<file path="config.mk">
export PLATFORM = sky130hd
export DESIGN_NAME = cache_ctrl_flat
export DESIGN_NICKNAME = d
export VERILOG_FILES = /design/src/rtl/cache_pkg.sv /design/src/rtl/cache_if.sv /design/src/rtl/cache_sat_counter.sv /design/src/rtl/cache_ctrl.sv /design/src/flat_wrapper.sv
export SDC_FILE = /design/constraint.sdc
export NUM_CORES = 1
export LEC_CHECK = 0
export ABC_CLOCK_PERIOD_IN_PS = 3900
export CORE_MARGIN = 10
export CORE_UTILIZATION = 40
export CTS_BUF_LIST = sky130_fd_sc_hd__clkbuf_4 sky130_fd_sc_hd__clkbuf_8 sky130_fd_sc_hd__clkbuf_16
export CTS_CLUSTER_SIZE = 12
export DETAILED_ROUTE_END_ITERATION = 8
export GPL_TIMING_DRIVEN = 0
export SYNTH_ARGS = -nofsm -noshare
export SYNTH_HDL_FRONTEND = slang
export SYNTH_SLANG_ARGS = --single-unit
export TNS_END_PERCENT = 50
</file>
<file path="constraint.sdc">
create_clock -name clk -period 3.9 [get_ports clk]
set_input_delay 0.585 -clock clk [delete_from_list [all_inputs] [get_ports clk]]
set_output_delay 0.585 -clock clk [all_outputs]
set_load 0.05 [all_outputs]
</file>
<file path="src/rtl/cache_pkg.sv">
// Shared types and constants for the 4-line direct-mapped cache read path.
package cache_pkg;
  typedef enum logic [2:0] {
    S_IDLE, S_LOOKUP, S_MISS, S_FILL, S_RESP, S_FLUSH
  } state_t;

  localparam int LINES  = 4;
  localparam int LINE_W = 2;

  // Everything above the line index is tag.
  function automatic int tag_w(input int addr_w);
    return addr_w - LINE_W;
  endfunction
endpackage

</file>
<file path="src/rtl/cache_if.sv">
// CPU, memory, valid-array and debug-counter signals of the cache controller.
interface cache_if
  import cache_pkg::*;
#(
  parameter int ADDR_W = 8,
  parameter int DATA_W = 8
);
  logic              cpu_req;
  logic [ADDR_W-1:0] cpu_addr;
  logic              cpu_busy;
  logic              cpu_ready;
  logic [DATA_W-1:0] cpu_rdata;
  logic              flush;
  logic              flush_done;
  logic              mem_req;
  logic [ADDR_W-1:0] mem_addr;
  logic              mem_ack;
  logic [DATA_W-1:0] mem_rdata;
  logic [LINE_W-1:0] vld_line;
  logic              vld_wr;
  logic              vld_clr;
  logic              vld_dout;
  logic [7:0]        hit_cnt;
  logic [7:0]        miss_cnt;

  // slave: the controller; master: CPU, memory and valid array around it
  modport slave (
    input  cpu_req, cpu_addr, flush, mem_ack, mem_rdata, vld_dout,
    output cpu_busy, cpu_ready, cpu_rdata, flush_done, mem_req, mem_addr,
           vld_line, vld_wr, vld_clr, hit_cnt, miss_cnt
  );
  modport master (
    output cpu_req, cpu_addr, flush, mem_ack, mem_rdata, vld_dout,
    input  cpu_busy, cpu_ready, cpu_rdata, flush_done, mem_req, mem_addr,
           vld_line, vld_wr, vld_clr, hit_cnt, miss_cnt
  );
endinterface

</file>
<file path="src/rtl/cache_sat_counter.sv">
// Saturating event counter: sticks at all-ones instead of wrapping.
module cache_sat_counter #(
  parameter int W = 8
) (
  input  logic         clk,
  input  logic         reset,
  input  logic         inc,
  output logic [W-1:0] cnt
);
  always_ff @(posedge clk or posedge reset) begin
    if (reset)                   cnt <= '0;
    else if (inc && cnt != '1)   cnt <= cnt + 1'b1;
  end
endmodule

</file>
<file path="src/rtl/cache_ctrl.sv">
// Read-path controller: lookup against external valid bits and internal
// tag/data, single-word fill from memory on miss, whole-cache flush.
module cache_ctrl
  import cache_pkg::*;
#(
  parameter int ADDR_W = 8,
  parameter int DATA_W = 8
) (
  input  logic  clk,
  input  logic  reset,
  cache_if.slave bus
);
  localparam int TAG_W = tag_w(ADDR_W);

  state_t                        state_q, state_d;
  logic [ADDR_W-1:0]             addr_q;
  logic [LINES-1:0][TAG_W-1:0]   tag_q;
  logic [LINES-1:0][DATA_W-1:0]  data_q;
  logic [DATA_W-1:0]             rdata_q;
  logic [LINE_W-1:0]             line;
  logic                          hit, hit_inc, miss_inc;

  assign line = addr_q[LINE_W-1:0];
  assign hit  = bus.vld_dout && (tag_q[line] == addr_q[ADDR_W-1:LINE_W]);

  always_ff @(posedge clk or posedge reset) begin
    if (reset) state_q <= S_IDLE;
    else       state_q <= state_d;
  end

  always_comb begin
    state_d  = state_q;
    hit_inc  = 1'b0;
    miss_inc = 1'b0;
    case (state_q)
      S_IDLE: begin
        // flush wins; a simultaneous cpu_req is dropped
        if (bus.flush)        state_d = S_FLUSH;
        else if (bus.cpu_req) state_d = S_LOOKUP;
      end
      S_LOOKUP: begin
        if (hit) begin
          hit_inc = 1'b1;
          state_d = S_RESP;
        end else begin
          miss_inc = 1'b1;
          state_d  = S_MISS;
        end
      end
      S_MISS:  if (bus.mem_ack) state_d = S_FILL;
      S_FILL:  state_d = S_RESP;
      S_RESP:  state_d = S_IDLE;
      S_FLUSH: state_d = S_IDLE;
      default: state_d = S_IDLE;
    endcase
  end

  always_ff @(posedge clk or posedge reset) begin
    if (reset) begin
      addr_q  <= '0;
      tag_q   <= '0;
      data_q  <= '0;
      rdata_q <= '0;
    end else begin
      if (state_q == S_IDLE && !bus.flush && bus.cpu_req)
        addr_q <= bus.cpu_addr;
      if (state_q == S_LOOKUP && hit)
        rdata_q <= data_q[line];
      if (state_q == S_MISS && bus.mem_ack) begin
        data_q[line] <= bus.mem_rdata;
        tag_q[line]  <= addr_q[ADDR_W-1:LINE_W];
        rdata_q      <= bus.mem_rdata;
      end
    end
  end

  // Outputs come only from registers or the state register.
  assign bus.cpu_busy   = (state_q != S_IDLE);
  assign bus.cpu_ready  = (state_q == S_RESP);
  assign bus.cpu_rdata  = rdata_q;
  assign bus.mem_req    = (state_q == S_MISS);
  assign bus.mem_addr   = addr_q;
  assign bus.vld_line   = line;
  assign bus.vld_wr     = (state_q == S_FILL);
  assign bus.vld_clr    = (state_q == S_FLUSH);
  assign bus.flush_done = (state_q == S_FLUSH);

  cache_sat_counter #(.W(8)) u_hit_cnt (
    .clk(clk), .reset(reset), .inc(hit_inc), .cnt(bus.hit_cnt)
  );
  cache_sat_counter #(.W(8)) u_miss_cnt (
    .clk(clk), .reset(reset), .inc(miss_inc), .cnt(bus.miss_cnt)
  );
endmodule

</file>
<file path="src/flat_wrapper.sv">
// flat-port wrapper written by rule: the top's interface ports become plain ports
module cache_ctrl_flat import cache_pkg::*;
#(
  parameter int ADDR_W = 8,
  parameter int DATA_W = 8
)
  (clk, reset, bus_cpu_req, bus_cpu_addr, bus_flush, bus_mem_ack, bus_mem_rdata, bus_vld_dout, bus_cpu_busy, bus_cpu_ready, bus_cpu_rdata, bus_flush_done, bus_mem_req, bus_mem_addr, bus_vld_line, bus_vld_wr, bus_vld_clr, bus_hit_cnt, bus_miss_cnt);
  cache_if #(.ADDR_W(ADDR_W), .DATA_W(DATA_W)) bus_i ();
  input  logic clk;
  input  logic reset;
  input wire logic [$bits(bus_i.cpu_req)-1:0] bus_cpu_req;
  input wire logic [$bits(bus_i.cpu_addr)-1:0] bus_cpu_addr;
  input wire logic [$bits(bus_i.flush)-1:0] bus_flush;
  input wire logic [$bits(bus_i.mem_ack)-1:0] bus_mem_ack;
  input wire logic [$bits(bus_i.mem_rdata)-1:0] bus_mem_rdata;
  input wire logic [$bits(bus_i.vld_dout)-1:0] bus_vld_dout;
  output wire logic [$bits(bus_i.cpu_busy)-1:0] bus_cpu_busy;
  output wire logic [$bits(bus_i.cpu_ready)-1:0] bus_cpu_ready;
  output wire logic [$bits(bus_i.cpu_rdata)-1:0] bus_cpu_rdata;
  output wire logic [$bits(bus_i.flush_done)-1:0] bus_flush_done;
  output wire logic [$bits(bus_i.mem_req)-1:0] bus_mem_req;
  output wire logic [$bits(bus_i.mem_addr)-1:0] bus_mem_addr;
  output wire logic [$bits(bus_i.vld_line)-1:0] bus_vld_line;
  output wire logic [$bits(bus_i.vld_wr)-1:0] bus_vld_wr;
  output wire logic [$bits(bus_i.vld_clr)-1:0] bus_vld_clr;
  output wire logic [$bits(bus_i.hit_cnt)-1:0] bus_hit_cnt;
  output wire logic [$bits(bus_i.miss_cnt)-1:0] bus_miss_cnt;
  assign bus_i.cpu_req = bus_cpu_req;
  assign bus_i.cpu_addr = bus_cpu_addr;
  assign bus_i.flush = bus_flush;
  assign bus_i.mem_ack = bus_mem_ack;
  assign bus_i.mem_rdata = bus_mem_rdata;
  assign bus_i.vld_dout = bus_vld_dout;
  assign bus_cpu_busy = bus_i.cpu_busy;
  assign bus_cpu_ready = bus_i.cpu_ready;
  assign bus_cpu_rdata = bus_i.cpu_rdata;
  assign bus_flush_done = bus_i.flush_done;
  assign bus_mem_req = bus_i.mem_req;
  assign bus_mem_addr = bus_i.mem_addr;
  assign bus_vld_line = bus_i.vld_line;
  assign bus_vld_wr = bus_i.vld_wr;
  assign bus_vld_clr = bus_i.vld_clr;
  assign bus_hit_cnt = bus_i.hit_cnt;
  assign bus_miss_cnt = bus_i.miss_cnt;
  cache_ctrl #(.ADDR_W(ADDR_W), .DATA_W(DATA_W)) u_core (.clk(clk), .reset(reset), .bus(bus_i));
endmodule
</file>
Word level (Yosys, flattened, before mapping):

Index checks and enable logic that the tools add are counted.

* register bits after elaboration: 91
* bits of input ports: 22

* $add $sub $neg: 2
* $lt $le $gt $ge: 2
* equal/unequal tests: 10
* multiplexer cells: 21
* reductions and logical operators: 13

Operators by type and width (number)
* $bwmux 32: 1
* $mux 8: 4
* $bwmux 24: 1
* $add 8x1->8 const B: 2
* $bmux 8 s2: 1
* $demux 8 s2: 1
* $ne 8x8->1 const B: 2
* $bmux 6 s2: 1
* $demux 6 s2: 1
* $mux 3: 4
* $mux 6: 2
* $pmux 3 s4: 1
* $logic_and 1x1->1: 8
* $eq 3x2->1 const B: 2
* $eq 3x3->1 const B: 2
* $eq 6x6->1: 1
* $mux 1: 4
* $eq 3x1->1 const B: 1
* $logic_not 3->1: 1
* $lt 2x3->1 const B: 1
* $ne 3x3->1 const B: 1
* $reduce_bool 3->1: 1
* $ge 2x1->1 const B: 1
* $ne 2x2->1 const B: 1
* 3 further kinds: 3

Longest topological paths before layout:

Gate-level depths: netlist (run 1).

* depth after elaboration: 7
* mapped depth: 9
* gate-level depth less buffers: 6

By module:

From an unflattened synthesis (run 1), not the netlist that was laid out.

* cells, all modules: 308
* area, all modules: 4234.1 sq um

By module, submodules not included
* cache_ctrl: times used 1, cells each 232, area each 3395.8 sq um
* cache_sat_counter: times used 2, cells each 38, area each 419.2 sq um

Worst setup path after synthesis (run 1):

OpenSTA, ideal clock, no wires.

* kind: register to register
* start point: register u_core.state_q[0]
* end point: register u_core.tag_q[3] in the netlist's numbering
* arrival: 3.064 ns
* required time: 3.775 ns
* setup slack: 0.711 ns
* stages on the path, launching flop included: 7
* path buffers: 2
* clock period less this slack: 3.189 ns
* cell sequence: dfrtp_1 > clkbuf_1 > nor3_1 > nand2_1 > nor3_2 > buf_2 > mux2_2

* word-level cells in the longest chain between the ends: 2

RTL lines
* start, declared: line cache_ctrl.sv:15 `state_t state_q, state_d;`
* start signal, assigned: line cache_ctrl.sv:28 `else state_q <= state_d;`
* $eq 3x2->1
* net bus_mem_req: line flat_wrapper.sv:21 `output wire logic [$bits(bus_i.mem_req)-1:0] bus_mem_req;`
* $logic_and 1x1->1: line cache_ctrl.sv:69 `if (state_q == S_MISS && bus.mem_ack) begin`
* end signal, assigned by index: line cache_ctrl.sv:71 `tag_q[line] <= addr_q[ADDR_W-1:LINE_W];`
* end, declared: line cache_ctrl.sv:17 `logic [LINES-1:0][TAG_W-1:0] tag_q;`

The timed path passes the listed nets, and every way through them passes these cells.
A chain may end at the register's enable or synchronous reset.

Final worst setup path (run 1):

* start point: register u_core.state_q[0]
* end point: output port bus_mem_req

* word-level cells in the longest chain between the ends: 1

RTL lines
* $eq 3x2->1: line cache_ctrl.sv:81 `assign bus.mem_req = (state_q == S_MISS);`
* end, declared: line flat_wrapper.sv:21

No other way between the ends.

==> flow_summary.ini, run 1 <==
[run_status]
status = complete, no violations

[die]
coreArea_um2 = 10500
dieWidth_um = 124
die_area_um2 = 15400
die_h_um = 124
initial_core_util_pct = 41.5
ioPinCount = 62
fp-row-count = 37

[grt]
antenna_found_initial = 0
grtUsageTotal_pct = 12.6
grt_pass1_vias = 2939
grt_max_degree = 66
overflow = 0
grt_pass1_wl_mm = 16.2

[routing]
wl_mm = 9.65
ant_nets = 0
drt_iter0_drc = 160
drc = 0
wl_per_cell_um = 17.8
viasPerCell = 5.33
dr.pass1.iters = 5
vias = 2889

[cts]
clock_path_buffers = 2
cts_buffers = 9
postCtsSetupBuffers = 0
root_buffer = clkbuf_8
cts_resized = 0
ctsHoldBuffers = 0
path_clk_slew_ns = 0.09
insertion_delay_ns = 0.36
cts_sinks = 91
cts_htree_levels = 3
cts_tree = built

[placed_design]
gp_congestion = 0.753
place_hpwl_mm = 6.86
placed_area_um2 = 5150
portBuffers = 61
dpl.cell_count = 527

[logic_synthesis]
ys_seq_area_share_pct = 52.4
synth_nets = 353
ys_types = 35
ys_ff_latch = 91
synth_edf_count = 0
synthArstFlopShare_pct = 100
syn-cell-area_um2 = 4340
synthTopCellsByArea = dfrtp_1 (52%), mux2_2 (17%), mux4_2 (5.7%)
synth_top_cell_by_area = dfrtp_1
avgSynthCellArea_um2 = 13.2
postSynthCellCount = 329
yosys_warnings = 0
ys_dominant_reg_cell = dfrtp_1
synth_top_area_share_pct = 52.4

[setup_path]
max_stage_delay_ns = 0.88
startpoint_type = flop
slowest_stage = clkdlybuf4s50_1
path_cells = clkbuf_1, nor3_1, clkdlybuf4s50_1
r2r-start = u_core.bus.mem_addr[0]$_DFFE_PP0P_
cp-startpoint = u_core.state_q[0]$_DFFE_PP0P_
crit_fanout = 9
cp.required_ns = 3.31
endpoint_kind = output pin
crit_family = buffers and inverters
cp.arrival_ns = 2.15
worst-path-buf-inv = 2
path_class = reg2out

[timing]
period_share_pct = 70.2
finClkSkew_ns = 0.0107
clock.fmax_mhz = 365
worstMarginPinSlew_ns = 0.759
setup_viol = 0
hold_violations = 0
worst_slew_margin_rel_pct = 49.3
period_minus_slack_ns = 2.74
final_max_slew_viol_count = 0
rsz0062_at_grt = false

[power_and_ir_drop]
power_density_nw_per_um2 = 760
internal-power_w = 0.00247
p_leak_nw = 2.36
share_clk_of_total_power_pct = 14.9
combPwrFrac_pct = 46.7
peakVddDrop_mv = 0.390
switchingPower_w = 0.00158
p_sw_share_pct = 39.0
seq_power_share_pct = 38.3

[finish]
drive_gt1_share_pct = 27.8
fill_cells = 961
nets = 426
antenna_cells = 0
final_cell_area_um2 = 5340
final-instance-count-excl-fill = 542
area_growth_pct = 22.9

[min_path]
hold_start = u_core.u_miss_cnt.cnt[4]$_DFFE_PP0P_
hold_path_class = reg2reg

[run]
cap_violations = 0
==> logic make-up after synthesis <==
family          share of synthesized area (%)
flops                                    52.4
buf+inv                                  2.62
mux                                      25.2
simple gates                             13.4
xor+xnor                                 3.43
fa+ha+maj                               0.576
compound gates                           2.33
==> power groups by stage <==
| stage | Sequential [W] | Combinational [W] | Clock, W |
|---|---|---|---|
| floorplan | 0.00181 | 0.00113 | 0 |
| global placement | 0.00155 | 0.00189 | 0 |
| detailed placement | 0.00157 | 0.00192 | 0 |
| CTS | 0.00155 | 0.00193 | 0.000624 |
| global route | 0.00161 | 0.00205 | 0.000670 |
| finish | 0.00155 | 0.00189 | 0.000606 |
==> cells in the final DEF (no fill, tap or decap), types with 8 or more instances in the layout <==
| master | n |
|---|---|
| mux4_2 | 11 |
| a21oi_1 | 10 |
| mux2_2 | 64 |
| dfrtp_1 | 91 |
| clkdlybuf4s50_1 | 61 |
| xnor2_1 | 9 |
| clkbuf_1 | 9 |
| and3_1 | 19 |
| or3b_1 | 8 |
| xor2_1 | 8 |
| nand4_1 | 9 |
| nand3_1 | 20 |
| clkbuf_8 | 12 |
==> final timing paths <==
check,cells after the start,slack [ns],to
worst min-delay path,1,0.50,u_core.u_miss_cnt.cnt[4]$_DFFE_PP0P_
worst max-delay path,3,1.16,bus_mem_req
min in group asynchronous,2,0.56,u_core.u_miss_cnt.cnt[2]$_DFFE_PP0P_
worst max register to register,8,1.31,u_core.state_q[2]$_DFFE_PP0P_
max in group asynchronous,3,2.70,u_core.state_q[1]$_DFFE_PP0P_
worst min register to register,1,0.50,u_core.u_miss_cnt.cnt[4]$_DFFE_PP0P_
==> stage by stage <==
step,hold slack (ns),setup WS [ns],TNS [ns],util (%),power [W]
2_1_floorplan,0.474,0.711,0,-,0.00293
3_3_place_gp,0.482,-0.522,-47.03,49.0,0.00345
3_5_place_dp,0.487,0.957,0,49.3,0.00349
4_1_cts,0.503,1.16,0,51.0,0.00411
5_1_grt,0.521,1.01,0,51.0,0.00433
6_report,0.504,1.16,0,51.0,0.00405
==> registers in the layout, summed over array words and instances (netlist names) <==
signal	count
u_core.u_hit_cnt.cnt	8
u_core.state_q	3
u_core.tag_q	24
u_core.bus.mem_addr	8
u_core.data_q	32
u_core.u_miss_cnt.cnt	8
u_core.bus.cpu_rdata	8
==> per-layer routing <==
layer	wire length (um)	GRT usage, %	part of all wire [%]	vias up
li1	-	-	-	1354
met1	4680	17.2	48	1464
met2	4330	18.5	45	61
met3	513	3.57	5.3	10
met4	136	4.50	1.4	0
met5	0	0	0	-
==> synthesized netlist by cell type (5+ instances only) <==
master,number
or3b_1,8
mux2i_1,7
nor3_2,6
mux2_1,5
xor2_1,8
nand2_1,7
clkbuf_1,9
nor2_1,5
a21oi_1,10
mux2_2,64
dfrtp_1,91
and3_1,19
nand3_1,20
mux4_2,11
buf_2,7
nand4_1,9
xnor2_1,9
==> area by class of cell <==
| class | instances | area [um^2] | share of cell area [%] |
|---|---|---|---|
| Inverter | 2 | 10.0 | 0.188 |
| Clock buffer | 13 | 173 | 3.24 |
| Clock inverter | 2 | 10.0 | 0.188 |
| Timing Repair Buffer | 62 | 638 | 12.0 |
| Sequential cell | 91 | 2280 | 42.7 |
| Tap cell | 136 | 170 | 3.19 |
| Buffer | 22 | 106 | 1.99 |
| Multi-Input combinational cell | 214 | 1950 | 36.6 |
(Power assumes the default switching activity.)
==> inputs of run 2 (changes only) <==
Settings changed: ABC_CLOCK_PERIOD_IN_PS 3900 to 2750.
Clock period 3.9 ns to 2.75 ns, I/O delays scaled along.
==> run 2 against run 1 <==
  * Clock skew increased by 0.0067 ns
  * Register-to-register slack worse by 1.1 ns
  * Largest cell class unchanged
  * Core utilization increased by 0.38 points
  * Design area grew 0.75%
  * Sequential cell count unchanged
  * Critical path type is now reg2reg
  * Critical endpoint is now u_core.tag_q[20]$_DFFE_PP0P_
==> flow_summary.ini, run 2 (synthesized netlist as in run 1, its figures left out) <==
[power_and_ir_drop]
peakVddDrop_mv = 0.501
power_density_nw_per_um2 = 1080
p_leak_nw = 2.36

[cts]
cts_tree = built
root_buffer = clkbuf_8
cts_htree_levels = 3
postCtsSetupBuffers = 0
insertion_delay_ns = 0.37
clock_path_buffers = 2
cts_buffers = 9
cts_sinks = 91
ctsHoldBuffers = 0
path_clk_slew_ns = 0.10

[placed_design]
portBuffers = 61
gp_congestion = 0.720
placed_area_um2 = 5170
dpl.cell_count = 528
place_hpwl_mm = 6.96
pre_cts_slack_ns = 0.00178

[setup_path]
path_class = reg2reg
cp.arrival_ns = 2.80
r2r_slack_ns = 0.19
cp-startpoint = u_core.state_q[0]$_DFFE_PP0P_
max_stage_delay_ns = 0.54
cp.required_ns = 2.99
crit_top_cell = clkbuf_1
path_cells = clkbuf_1, nor2_1, and3_1, clkbuf_1, nand3_1, clkbuf_1, mux2_2
endpoint_kind = flop
slowest_stage = clkbuf_1
crit_fanout = 10
crit_family = buffers and inverters
worst-path-buf-inv = 3
r2r-start = u_core.state_q[0]$_DFFE_PP0P_
startpoint_type = flop

[finish]
antenna_cells = 0
top_regs = u_core.data_q (32), u_core.tag_q (24)
regMostFlops = u_core.data_q
final-instance-count-excl-fill = 544
final_cell_area_um2 = 5380
nets = 427
largest_reg_flops = 32
final_common_cell = dfrtp_1
fill_cells = 950
area.sequential_um2 = 2280
area_growth_pct = 23.8
drive_gt1_share_pct = 28.7
multiInputGateArea_um2 = 1960
layout_common_cells = dfrtp_1 (91), mux2_2 (64), clkdlybuf4s50_1 (61)

[die]
ioPinCount = 62
coreArea_um2 = 10500
initial_core_util_pct = 41.5
die_area_um2 = 15400
dieWidth_um = 124
die_h_um = 124
fp-row-count = 37

[timing]
hold_violations = 0
finClkSkew_ns = 0.0174
final_max_slew_viol_count = 0
setup_viol = 0
clock.fmax_mhz = 391
setup_ws_ns = 0.192
whs_ns = 0.494
worst_slew_margin_rel_pct = 50.4
worstMarginPinSlew_ns = 0.742
period_share_pct = 93.0
rsz0062_at_grt = false
period_minus_slack_ns = 2.56

[routing]
drt_iter0_drc = 101
wl_mm = 9.61
wl_per_cell_um = 17.7
dr.pass1.iters = 4
drc = 0
ant_nets = 0
viasPerCell = 5.35
vias = 2911

[min_path]
hold_path_class = reg2reg
hold_start = u_core.u_hit_cnt.cnt[4]$_DFFE_PP0P_

[grt]
overflow = 0
grt_pass1_wl_mm = 15.6
antenna_found_initial = 0
grt_max_degree = 33
grtUsageTotal_pct = 12.2
grt_pass1_vias = 2956

[run_status]
status = complete, no violations

[run]
cap_violations = 0
## run 2: path summary, 6_finish.rpt
kind / cells after the start / to
setup / recovery: 7 / u_core.tag_q[20]$_DFFE_PP0P_
hold / removal: 1 / u_core.u_hit_cnt.cnt[4]$_DFFE_PP0P_
setup reg to reg: 7 / u_core.tag_q[20]$_DFFE_PP0P_
hold reg to reg: 1 / u_core.u_hit_cnt.cnt[4]$_DFFE_PP0P_
max in group asynchronous: 3 / u_core.tag_q[0]$_DFFE_PP0P_
min in group asynchronous: 2 / u_core.bus.cpu_rdata[5]$_DFFE_PP0P_
## run 2: power by group
| group | leakage, nW | internal, W | switching [W] |
|---|---|---|---|
| registers | 1.14 | 0.00184 | 0.000360 |
| logic | 1.12 | 0.00127 | 0.00143 |
| clock network | 0.0994 | 0.000464 | 0.000470 |
## run 2: stage by stage
stage | util (%) | TNS, ns | total power [W]
after global placement | 49.1 | -0.00494 | 0.00488
after detailed placement | 49.4 | 0 | 0.00495
final | 51.4 | 0 | 0.00583
after global routing | 51.4 | 0 | 0.00618
after CTS | 51.4 | 0 | 0.00590
after floorplan | - | 0 | 0.00417
## run 2: timing repair
| item | 4_1_cts | 5_1_grt |
|---|---|---|
| setup endpoints to repair | 0 | 4 |
| endpoints found under the hold margin | 0 | 0 |
| gates resized for setup | 0 | 1 |
## run 2: layout make-up
cell class                 count  area share [%]
sequential                    91            42.4
tap                          136            3.16
inverter                       2           0.209
clock inverter                 4           0.931
multi-input combinational    214            36.4
timing repair buffer          63            12.1
buffer                        22            2.00
clock buffer                  12            2.84
## run 2: routing by layer
metal,vias to the layer above,wire length (um),share of wire [%],global-route usage (%)
met3,9,494,5.1,3.91
met1,1484,4550,47,15.4
met2,60,4430,46,19.1
li1,1358,-,-,-
met4,0,127,1.3,4.09
met5,-,0,0,0
==> inputs of run 3 (changes only) <==
Settings changed: CELL_PAD_IN_SITES_DETAIL_PLACEMENT set to 1, CELL_PAD_IN_SITES_GLOBAL_PLACEMENT set to 1, PLACE_DENSITY_LB_ADDON set to 0.1.
==> run 3 against run 2 <==
  * Register-to-register slack worse by 0.03 ns
  * Total power decreased by 1.3%
  * Sequential power about the same
  * Critical endpoint is now u_core.state_q[2]$_DFFE_PP0P_
  * Largest cell class unchanged
  * Largest power group unchanged
==> flow_summary.ini, run 3 (synthesized netlist as in run 1, its figures left out) <==
[routing]
dr.pass1.iters = 4
drt_iter0_drc = 103
ant_nets = 0
viasPerCell = 5.34
vias = 2905
wl_per_cell_um = 18.7
wl_mm = 10.2
drc = 0

[setup_path]
startpoint_type = flop
crit_fanout = 10
endpoint_kind = flop
path_class = reg2reg
cp.required_ns = 3.02
cp.arrival_ns = 2.85

[die]
fp-row-count = 37
ioPinCount = 62
die_area_um2 = 15400
coreArea_um2 = 10500
dieWidth_um = 124
die_h_um = 124
initial_core_util_pct = 41.5

[finish]
antenna_cells = 0
area_growth_pct = 23.1
final_util_pct = 51.1
top_regs = u_core.data_q (32), u_core.tag_q (24)
final_common_cell = dfrtp_1
fill_cells = 1098
drive_gt1_share_pct = 29.2
regMostFlops = u_core.data_q
layout_common_cells = dfrtp_1 (90), mux2_2 (64), clkdlybuf4s50_1 (61)
nets = 427
largest_reg_flops = 32

[grt]
antenna_found_initial = 0
grtUsageTotal_pct = 13.1
grt_pass1_vias = 3170
overflow = 0
grt_max_degree = 41
grt_pass1_wl_mm = 16.9

[placed_design]
place_hpwl_mm = 7.31
pre_cts_slack_ns = -0.0341
portBuffers = 61
gp_congestion = 0.763

[cts]
cts_sinks = 91
cts_tree = built
insertion_delay_ns = 0.35
ctsHoldBuffers = 0
cts_htree_levels = 3
root_buffer = clkbuf_8
path_clk_slew_ns = 0.09
clock_path_buffers = 2
cts_buffers = 9

[timing]
period_minus_slack_ns = 2.59
period_share_pct = 94.1
setup_viol = 0
final_max_slew_viol_count = 0
hold_violations = 0
worstMarginPinSlew_ns = 0.730
finClkSkew_ns = 0.0119
rsz0062_at_grt = false
clock.fmax_mhz = 386
worst_slew_margin_rel_pct = 51.4
setup_ws_ns = 0.162

[min_path]
hold_path_class = in2async

[power_and_ir_drop]
power_density_nw_per_um2 = 1080
p_leak_nw = 2.35
power_w = 0.00575
peakVddDrop_mv = 0.599

[run]
cap_violations = 0

[run_status]
status = complete, no violations
-- run 3: per-stage QoR --
stage	setup TNS (ns)	instances	area (um^2)	hold slack, ns
after floorplan	0	329	4350	0.474
after global placement	-0.0250	526	5130	0.480
after detailed placement	-0.0593	528	5170	0.482
after CTS	0	544	5340	0.398
after global routing	0	544	5350	0.425
final	0	544	5350	0.397
-- run 3: layout make-up --
type / count / area [um^2] / area share, %
clock buffer: 11 / 139 / 2.60
tap: 136 / 170 / 3.18
timing repair buffer: 63 / 651 / 12.2
buffer: 22 / 111 / 2.08
sequential: 91 / 2280 / 42.6
clock inverter: 5 / 30.0 / 0.562
inverter: 2 / 11.3 / 0.211
multi-input combinational: 214 / 1960 / 36.6
-- run 3: worst paths after layout --
kind	startpoint	end	slack (ns)	cells after the start
max in group asynchronous	reset	u_core.bus.mem_addr[0]$_DFFE_PP0P_	1.55	4
min in group clk	u_core.u_hit_cnt.cnt[4]$_DFFE_PP0P_	u_core.u_hit_cnt.cnt[4]$_DFFE_PP0P_	0.49	1
max	u_core.bus.mem_addr[1]$_DFFE_PP0P_	u_core.state_q[2]$_DFFE_PP0P_	0.16	8
max reg2reg	u_core.bus.mem_addr[1]$_DFFE_PP0P_	u_core.state_q[2]$_DFFE_PP0P_	0.16	8
min reg2reg	u_core.u_hit_cnt.cnt[4]$_DFFE_PP0P_	u_core.u_hit_cnt.cnt[4]$_DFFE_PP0P_	0.49	1
min	reset	u_core.state_q[0]$_DFFE_PP0P_	0.40	2
-- run 3: repair_timing --
item	4_1_cts	5_1_grt
endpoints found under the setup margin	0	22
setup buffers	0	0
resized for setup	0	5
-- run 3: where the power goes --
part | internal (W) | switching [W]
logic | 0.00127 | 0.00146
clock network | 0.000345 | 0.000471
registers | 0.00184 | 0.000365
total | 0.00345 | 0.00230
-- run 3: worst max-delay path, stage by stage, from the launching register on --
cell	delay [ns]
dfrtp_1	0.50
buf_4	0.27
mux4_2	0.35
xnor2_1	0.20
nand2_1	0.09
a211o_2	0.39
buf_2	0.21
buf_2	0.21
a311oi_2	0.27
-- run 3: per-layer routing --
metal / GRT usage (%) / wire [um]
met5: 0 / 0
met4: 4.02 / 113
met3: 3.02 / 408
met2: 20.9 / 4780
met1: 17.1 / 4870
